`src/rtl/dmem_pkg.sv`:
```
// Shared definitions for the data-memory port controller.
// RV32I width codes, controller states and RAM lane masks.
package dmem_pkg;

    localparam logic [2:0] F3_LB  = 3'd0;
    localparam logic [2:0] F3_LH  = 3'd1;
    localparam logic [2:0] F3_LW  = 3'd2;
    localparam logic [2:0] F3_LBU = 3'd4;
    localparam logic [2:0] F3_LHU = 3'd5;
    localparam logic [2:0] F3_SB  = 3'd0;
    localparam logic [2:0] F3_SH  = 3'd1;
    localparam logic [2:0] F3_SW  = 3'd2;

    typedef enum logic [1:0] {
        IDLE,
        LOAD,
        RESP
    } state_t;

    // RAM mask polarity: a 1 bit is NOT written.
    localparam logic [31:0] MASK_NONE    = 32'h0000_0000;
    localparam logic [31:0] MASK_ALL     = 32'hFFFF_FFFF;
    localparam logic [31:0] MASK_BYTE    = 32'h0000_00FF;
    localparam logic [31:0] MASK_HALF_LO = 32'h0000_FFFF;
    localparam logic [31:0] MASK_HALF_HI = 32'hFFFF_0000;

    function automatic logic access_err(
        input logic       we,
        input logic [2:0] f3,
        input logic [1:0] lo
    );
        logic bad_f3;
        logic misal;
        bad_f3 = (f3[1:0] == 2'b11) || (f3[2] && f3[1]) || (we && f3[2]);
        case (f3[1:0])
            2'b01:   misal = lo[0];
            2'b10:   misal = (lo != 2'b00);
            default: misal = 1'b0;
        endcase
        return bad_f3 || misal;
    endfunction

endpackage

```
`src/rtl/dmem_load_align.sv`:
```
// Load formatter: picks the addressed byte/halfword out of a RAM word
// and sign- or zero-extends it according to funct3.
module dmem_load_align (
    input  logic [2:0]  funct3,
    input  logic [1:0]  lane,
    input  logic [31:0] rdata,
    output logic [31:0] data
);
    import dmem_pkg::*;

    logic [7:0]  b;
    logic [15:0] h;

    always_comb begin
        b = 8'(rdata >> {lane, 3'b000});
        h = lane[1] ? rdata[31:16] : rdata[15:0];
        case (funct3)
            F3_LB:   data = {{24{b[7]}}, b};
            F3_LH:   data = {{16{h[15]}}, h};
            F3_LW:   data = rdata;
            F3_LBU:  data = {24'h0, b};
            F3_LHU:  data = {16'h0, h};
            default: data = rdata;
        endcase
    end

endmodule

```
`src/rtl/dmem_port_ctrl.sv`:
```
// CPU-side controller for the data block RAM: accepts RV32I loads and
// stores over valid/ready and drives the RAM read/write ports.
module dmem_port_ctrl #(
    parameter int WORD_AW = 8
) (
    input  logic               clk,
    input  logic               reset,
    input  logic               req_valid,
    output logic               req_ready,
    input  logic               req_we,
    input  logic [2:0]         req_funct3,
    input  logic [WORD_AW+1:0] req_addr,
    input  logic [31:0]        req_wdata,
    output logic               resp_valid,
    input  logic               resp_ready,
    output logic [31:0]        resp_rdata,
    output logic               resp_err,
    output logic [WORD_AW-1:0] ram_raddr,
    output logic [WORD_AW-1:0] ram_waddr,
    output logic               ram_re,
    output logic               ram_rclke,
    output logic               ram_we,
    output logic               ram_wclke,
    output logic [31:0]        ram_mask,
    output logic [31:0]        ram_wdata,
    input  logic [31:0]        ram_rdata
);
    import dmem_pkg::*;

    state_t      state;
    state_t      state_nx;
    logic [2:0]  f3_q;
    logic [1:0]  lane_q;
    logic [1:0]  lane;
    logic        err;
    logic        accept;
    logic [31:0] load_data;

    assign lane      = req_addr[1:0];
    assign req_ready = (state == IDLE);
    assign err       = access_err(req_we, req_funct3, lane);
    assign accept    = req_valid && req_ready && !reset;

    // RAM sees the request on the same edge that accepts it.
    assign ram_re    = accept && !req_we && !err;
    assign ram_rclke = ram_re;
    assign ram_we    = accept && req_we && !err;
    assign ram_wclke = ram_we;
    assign ram_raddr = req_addr[WORD_AW+1:2];
    assign ram_waddr = req_addr[WORD_AW+1:2];

    always_comb begin
        ram_mask  = MASK_ALL;
        ram_wdata = req_wdata;
        case (req_funct3)
            F3_SB: begin
                ram_mask  = ~(MASK_BYTE << {lane, 3'b000});
                ram_wdata = {4{req_wdata[7:0]}};
            end
            F3_SH: begin
                ram_mask  = lane[1] ? MASK_HALF_LO : MASK_HALF_HI;
                ram_wdata = {2{req_wdata[15:0]}};
            end
            F3_SW: begin
                ram_mask  = MASK_NONE;
            end
            default: begin
                ram_mask  = MASK_ALL;
            end
        endcase
    end

    dmem_load_align u_align (
        .funct3 (f3_q),
        .lane   (lane_q),
        .rdata  (ram_rdata),
        .data   (load_data)
    );

    always_comb begin
        state_nx = state;
        unique case (state)
            IDLE: begin
                if (accept) begin
                    state_nx = (req_we || err) ? RESP : LOAD;
                end
            end
            LOAD: state_nx = RESP;
            RESP: begin
                if (resp_ready) begin
                    state_nx = IDLE;
                end
            end
            default: state_nx = IDLE;
        endcase
    end

    always_ff @(posedge clk or posedge reset) begin
        if (reset) begin
            state      <= IDLE;
            resp_valid <= 1'b0;
            resp_err   <= 1'b0;
            resp_rdata <= '0;
            f3_q       <= '0;
            lane_q     <= '0;
        end else begin
            state <= state_nx;
            if (accept) begin
                f3_q       <= req_funct3;
                lane_q     <= lane;
                resp_err   <= err;
                resp_rdata <= '0;
                resp_valid <= req_we || err;
            end else if (state == LOAD) begin
                resp_rdata <= load_data;
                resp_valid <= 1'b1;
            end else if (state == RESP && resp_ready) begin
                resp_valid <= 1'b0;
                resp_err   <= 1'b0;
                resp_rdata <= '0;
            end
        end
    end

endmodule

```
`config.mk`:
```
export PLATFORM = sky130hd
export DESIGN_NAME = dmem_port_ctrl
export DESIGN_NICKNAME = d
export VERILOG_FILES = /design/src/rtl/dmem_pkg.sv /design/src/rtl/dmem_load_align.sv /design/src/rtl/dmem_port_ctrl.sv
export SDC_FILE = /design/constraint.sdc
export NUM_CORES = 1
export LEC_CHECK = 0
export CAP_MARGIN = 25
export CORE_AREA = 4 4 95 97
export DETAILED_ROUTE_END_ITERATION = 6
export DIE_AREA = 0 0 99 101
export GPL_ROUTABILITY_DRIVEN = 1
export GPL_TIMING_DRIVEN = 0
export PLACE_DENSITY = 0.86
export SETUP_SLACK_MARGIN = 0.02
export SLEW_MARGIN = 20
export SYNTH_ARGS = -nofsm -noshare
export SYNTH_HDL_FRONTEND = slang
export SYNTH_HIERARCHICAL = 1
export SYNTH_SLANG_ARGS = --single-unit
```
`constraint.sdc`:
```
create_clock -name clk -period 5.6 [get_ports clk]
set_clock_uncertainty 0.2 [all_clocks]
set_input_delay 1.12 -clock clk [delete_from_list [all_inputs] [get_ports clk]]
set_output_delay 1.12 -clock clk [all_outputs]
set_load 0.01 [all_outputs]
```
* Word-level counts from Yosys, hierarchy flattened
Cells that the tools add are included.
Storage, ports and cells: bits in registers 41, bits of input ports 82, output and inout bits 119, word-level logic and storage cells 64
Cells by class: equality and inequality tests 13, shift-type cells 2, muxes and demuxes 18, bitwise gates (word level) 1, reductions and logical operators 24
Operators with widths (count):
- 2-to-1 mux 32 bit | 4
- one-hot mux 32 bit (4 select lines) | 1
- one-hot mux 32 bit (3 select lines) | 1
- one-hot mux 32 bit (2 select lines) | 1
- inverter 32 bit | 1
- << shifter 8 x 5 -> 32 bit (first input constant) | 1
- >> shifter 32 x 5 -> 8 bit | 1
- 2-to-1 mux 16 bit | 1
- logical AND 1 bit | 9
- equality test 2 bit (second input constant) | 3
- equality test 3 x 1 -> 1 bit (second input constant) | 2
- equality test 3 bit (second input constant) | 2
- logical NOT 3 bit | 2
- 2-to-1 mux 2 bit | 3
- one-hot mux 2 bit (3 select lines) | 1
- 2-to-1 mux 1 bit | 5
- equality test 2 x 1 -> 1 bit (second input constant) | 2
- logical OR 1 bit | 4
- != test 2 bit (second input constant) | 2
- AND reduction 2 bit | 2
- nonzero test 2 bit | 2
- equality test 3 x 2 -> 1 bit (second input constant) | 1
- logical NOT 1 bit | 3
- nonzero test 3 bit | 1
- other kinds (3) | 3

* Depth between registers and ports, before layout
depth after elaboration 8, depth in mapped cells 6, depth with buffers taken out 5

* Cells and area by module
The synthesis kept the hierarchy.
Modules (own cells, without submodules):
- dmem_port_ctrl | instances 1, cells an instance 241, area each 2512.4 µm², seq. area each 1026.0 µm²
- dmem_load_align | instances 1, cells an instance 118, area each 799.5 µm², seq. area each 0.0 µm²

* Least setup slack after synthesis
No wires, ideal clock.
kind input port to output port, from in reset, to out ram_re, arrival time 3.072 ns, required time 4.280 ns, setup slack 1.208 ns, stages on the path 4, buffers on the path 1, cells stage by stage inv_1 > nand3_1 > nor3b_1 > buf_4
Between the ends: word-level cells in the longest chain between the ends 4
RTL lines:
- from (decl) | line dmem_port_ctrl.sv:7 | input logic reset,
- logical NOT 1 bit (no line)
- logical AND 1 bit | line dmem_port_ctrl.sv:42 | assign accept = req_valid && req_ready && !reset;
- logical AND 1 bit (2 in a row) | line dmem_port_ctrl.sv:45 | assign ram_re = accept && !req_we && !err;
- to (decl) | line dmem_port_ctrl.sv:20 | output logic ram_re,
No other way between the ends.

* Worst setup path in the final report
from in req_funct3[1], to out ram_re
Between the ends: word-level cells in the longest chain between the ends 6, elaborated cells between the ends (all ways) 10, classes of those cells eq/ne: 3; mux: 1; reduce/logical: 6
RTL lines:
- from (decl) | line dmem_port_ctrl.sv:11 | input logic [2:0] req_funct3,
- branches (longest 3 deep; another with equality test 2 bit)
- logical OR 1 bit (*) | line dmem_pkg.sv:40 | return bad_f3 || misal;
- logical NOT 1 bit (*) | line dmem_port_ctrl.sv:45
- logical AND 1 bit (*) | line dmem_port_ctrl.sv:45
Every way passes the cells marked *.

==> flow_metrics.env <==
export IMPL_whs_ns=0.306
export IMPL_cts_resized=0
export IMPL_syn_to_final_growth_pct=66.0
export IMPL_ant_nets=0
export IMPL_tightest_slew_ns=0.577
export IMPL_drive_gt1_share_pct=17.0
export IMPL_ys_seq_area_share_pct=31.0
export IMPL_synth_cell_type_count=45
export IMPL_slew_viol_final=0
export IMPL_outcome="finished clean"
export IMPL_numCtsBuffers=5
export IMPL_clk_path_buf_depth=2
export IMPL_synthMuxAreaShare_pct=7.25
export IMPL_setup_violations=0
export IMPL_synth_fa_ha_area_share_pct=1.51
export IMPL_htree_levels=2
export IMPL_whs_path_depth=1
export IMPL_ys_warn_count=6
export IMPL_die_area_um2=10000
export IMPL_cpLargestDelayFamily="buffers and inverters"
export IMPL_cts_hold_fix_buffers=0
export IMPL_max_freq_ghz=0.202
export IMPL_synthesis_area_um2=3310
export IMPL_p_leak_nw=2.49
export IMPL_wl_per_cell_um=17.8
export IMPL_worstSkewPairLatency_ns=0.29
export IMPL_utilization_pct=67.6
export IMPL_crit_type="in2out"
export IMPL_wl_um=11800
export IMPL_grt_max_degree=26
export IMPL_rr_startpoint="lane_q[0]"
export IMPL_synth_top_cell_by_area="dfrtp_1"
export IMPL_rsz0062_at_grt="false"
export IMPL_gp_congestion=0.936
export IMPL_final_nets=645
export IMPL_r2r_end="resp_rdata[30]"
export IMPL_critPathCaptureType="output pin"
export IMPL_track_usage_pct=22.2
export IMPL_avgViaCountPerCell=5.29
export IMPL_drc=0
export IMPL_synthSimpleGateAreaFrac_pct=15.2
export IMPL_syn_num_nets=445
export IMPL_grt_ovfl_total=0
export IMPL_timing_critical_path_cells="clkdlybuf4s50_1, inv_1, ha_1, o211a_1, nor3_1, nor3b_1, buf_4, clkdlybuf4s50_1"
export IMPL_synth_compound_area_share_pct=26.7
export IMPL_clk_pin_slew_ns=0.07
export IMPL_hold_end="lane_q[1]"
export IMPL_diodes=0
export IMPL_cpMostUsedCell="clkdlybuf4s50_1"
export IMPL_std_cell_rows=33
export IMPL_synth_top_family_by_area="compound AO/OA/AOI/OAI gates"
export IMPL_slowest_stage="clkdlybuf4s50_1"
export IMPL_ys_flop_type="dfrtp_1"
export IMPL_die_x_um=99
export IMPL_holdCritPathClass="reg2reg"
export IMPL_final_min_clock_period_ns=4.96
export IMPL_vias=3512
export IMPL_drtIter0Drc=177
export IMPL_r2r_slack_ns=3.34
export IMPL_drtPass1Iterations=4
export IMPL_synthXorXnorAreaFrac_pct=0
export IMPL_avgSynthCellArea_um2=9.23
export IMPL_hold_violations=0
export IMPL_die_h_um=101
export IMPL_min_from="lane_q[1]"
export IMPL_start_kind="primary input"
export IMPL_reg2regPathDepth=6
export IMPL_cts_tree="done"
export IMPL_crit_required_ns=4.28
export IMPL_core_um2=8130
export IMPL_netlist_area_leader_share_pct=31.0
export IMPL_synth_most_common_cell="a22o_1"
export IMPL_ys_top_cells_by_area="dfrtp_1 31%, a22o_1 15%, buf_4 12%"
export IMPL_synth_edf_count=0
export IMPL_initial_utilization_pct=40.7
export IMPL_crit_arrival_ns=3.64
export IMPL_cp_max_fo=9
export IMPL_crit_path_max_incr_delay_ns=0.64
export IMPL_antenna_found_initial=0
export IMPL_synthTopCellsByCount="56 x a22o_1, 54 x buf_4, 41 x dfrtp_1, 33 x nand2_1, 19 x nor2_1"
export IMPL_grt_pass1_vias=3486
export IMPL_syn_inst=359
export IMPL_numPortBuffers=192
export IMPL_worstPathBufferInverterCount=4
export IMPL_ctsRootBufferMaster="clkbuf_8"
export IMPL_synthArstFlopShare_pct=100
export IMPL_p_per_area_nw_per_um2=222
export IMPL_final_period_utilization_pct=88.5
export IMPL_cts_sinks=41
export IMPL_post_cts_buffers=0
export IMPL_ir_drop_v=0.000148
export IMPL_relSlewSlack_pct=61.4
export IMPL_grt_pass1_wl_um=18100
export IMPL_dp_hpwl_um=9570
export IMPL_io_pins=201
export IMPL_ys_seq_elements=41
export IMPL_maxCapViolations=0
-- cells in the final DEF, fill, tap and decap left out, types with 9 or more instances in the layout --
cell type	instances
clkdlybuf4s50_1	192
a22o_1	56
buf_4	54
dfrtp_1	41
nand2_1	33
nor2_1	19
mux2i_1	15
nor2b_1	12
a21oi_1	12
buf_2	10
clkbuf_1	9
-- power breakdown --
part	switching (mW)	internal [mW]	leakage (nW)
Clock	0.105	0.130	0.0540
Combinational	0.295	0.342	1.88
Sequential	0.0226	0.326	0.554
-- per-stage QoR --
stage | power, mW | std cells | area, µm² | setup WS [ns] | setup TNS, ns
2_1_floorplan | 0.724 | 359 | 3310 | 1.21 | 0
3_3_place_gp | 0.971 | 656 | 5370 | -0.179 | -0.271
3_5_place_dp | 0.984 | 657 | 5390 | 0.613 | 0
4_1_cts | 1.22 | 664 | 5500 | 0.616 | 0
5_1_grt | 1.28 | 664 | 5500 | 0.416 | 0
6_report | 1.22 | 664 | 5500 | 0.643 | 0
-- state kept, by name (all words and copies together), names as in the netlist --
register and cells:
resp_rdata 32, f3_q 3, lane_q 2, state 2
resp_err 1, resp_valid 1
-- cells by family after synthesis --
logic type,after synthesis
AND/OR/NAND/NOR,97
buffers and inverters,88
flip-flops,41
AO/OA/AOI/OAI,107
multiplexers,22
adder cells (fa/ha/maj),4
-- final cells by class --
class / instances / area [µm²]
fill: 619 / 2640
clock buffer: 5 / 68.8
clock inverter: 2 / 35.0
buffer: 83 / 587
sequential: 41 / 1030
timing repair buffer: 193 / 1950
tap: 105 / 131
inverter: 5 / 18.8
multi-input combinational: 230 / 1680
-- worst max-delay path by stage --
| stage | end | slack, ns | depth (start not counted) | from |
|---|---|---|---|---|
| final | ram_re | 0.64 | 8 | req_funct3[1] |
| after global placement | ram_re | -0.18 | 6 | reset |
| after detailed placement | ram_mask[10] | 0.61 | 8 | req_funct3[1] |
| after floorplan | ram_re | 1.21 | 4 | reset |
| after global routing | ram_mask[10] | 0.42 | 8 | req_funct3[1] |
| after CTS | ram_mask[10] | 0.62 | 8 | req_funct3[1] |
-- per-layer routing --
metal | global-route usage [%] | wire length [µm]
met1 | 26.8 | 4710
met4 | 9.03 | 403
met2 | 38.4 | 5680
met5 | 0 | 0
met3 | 4.91 | 1030
No activity file was read; power rests on OpenSTA's default activity.
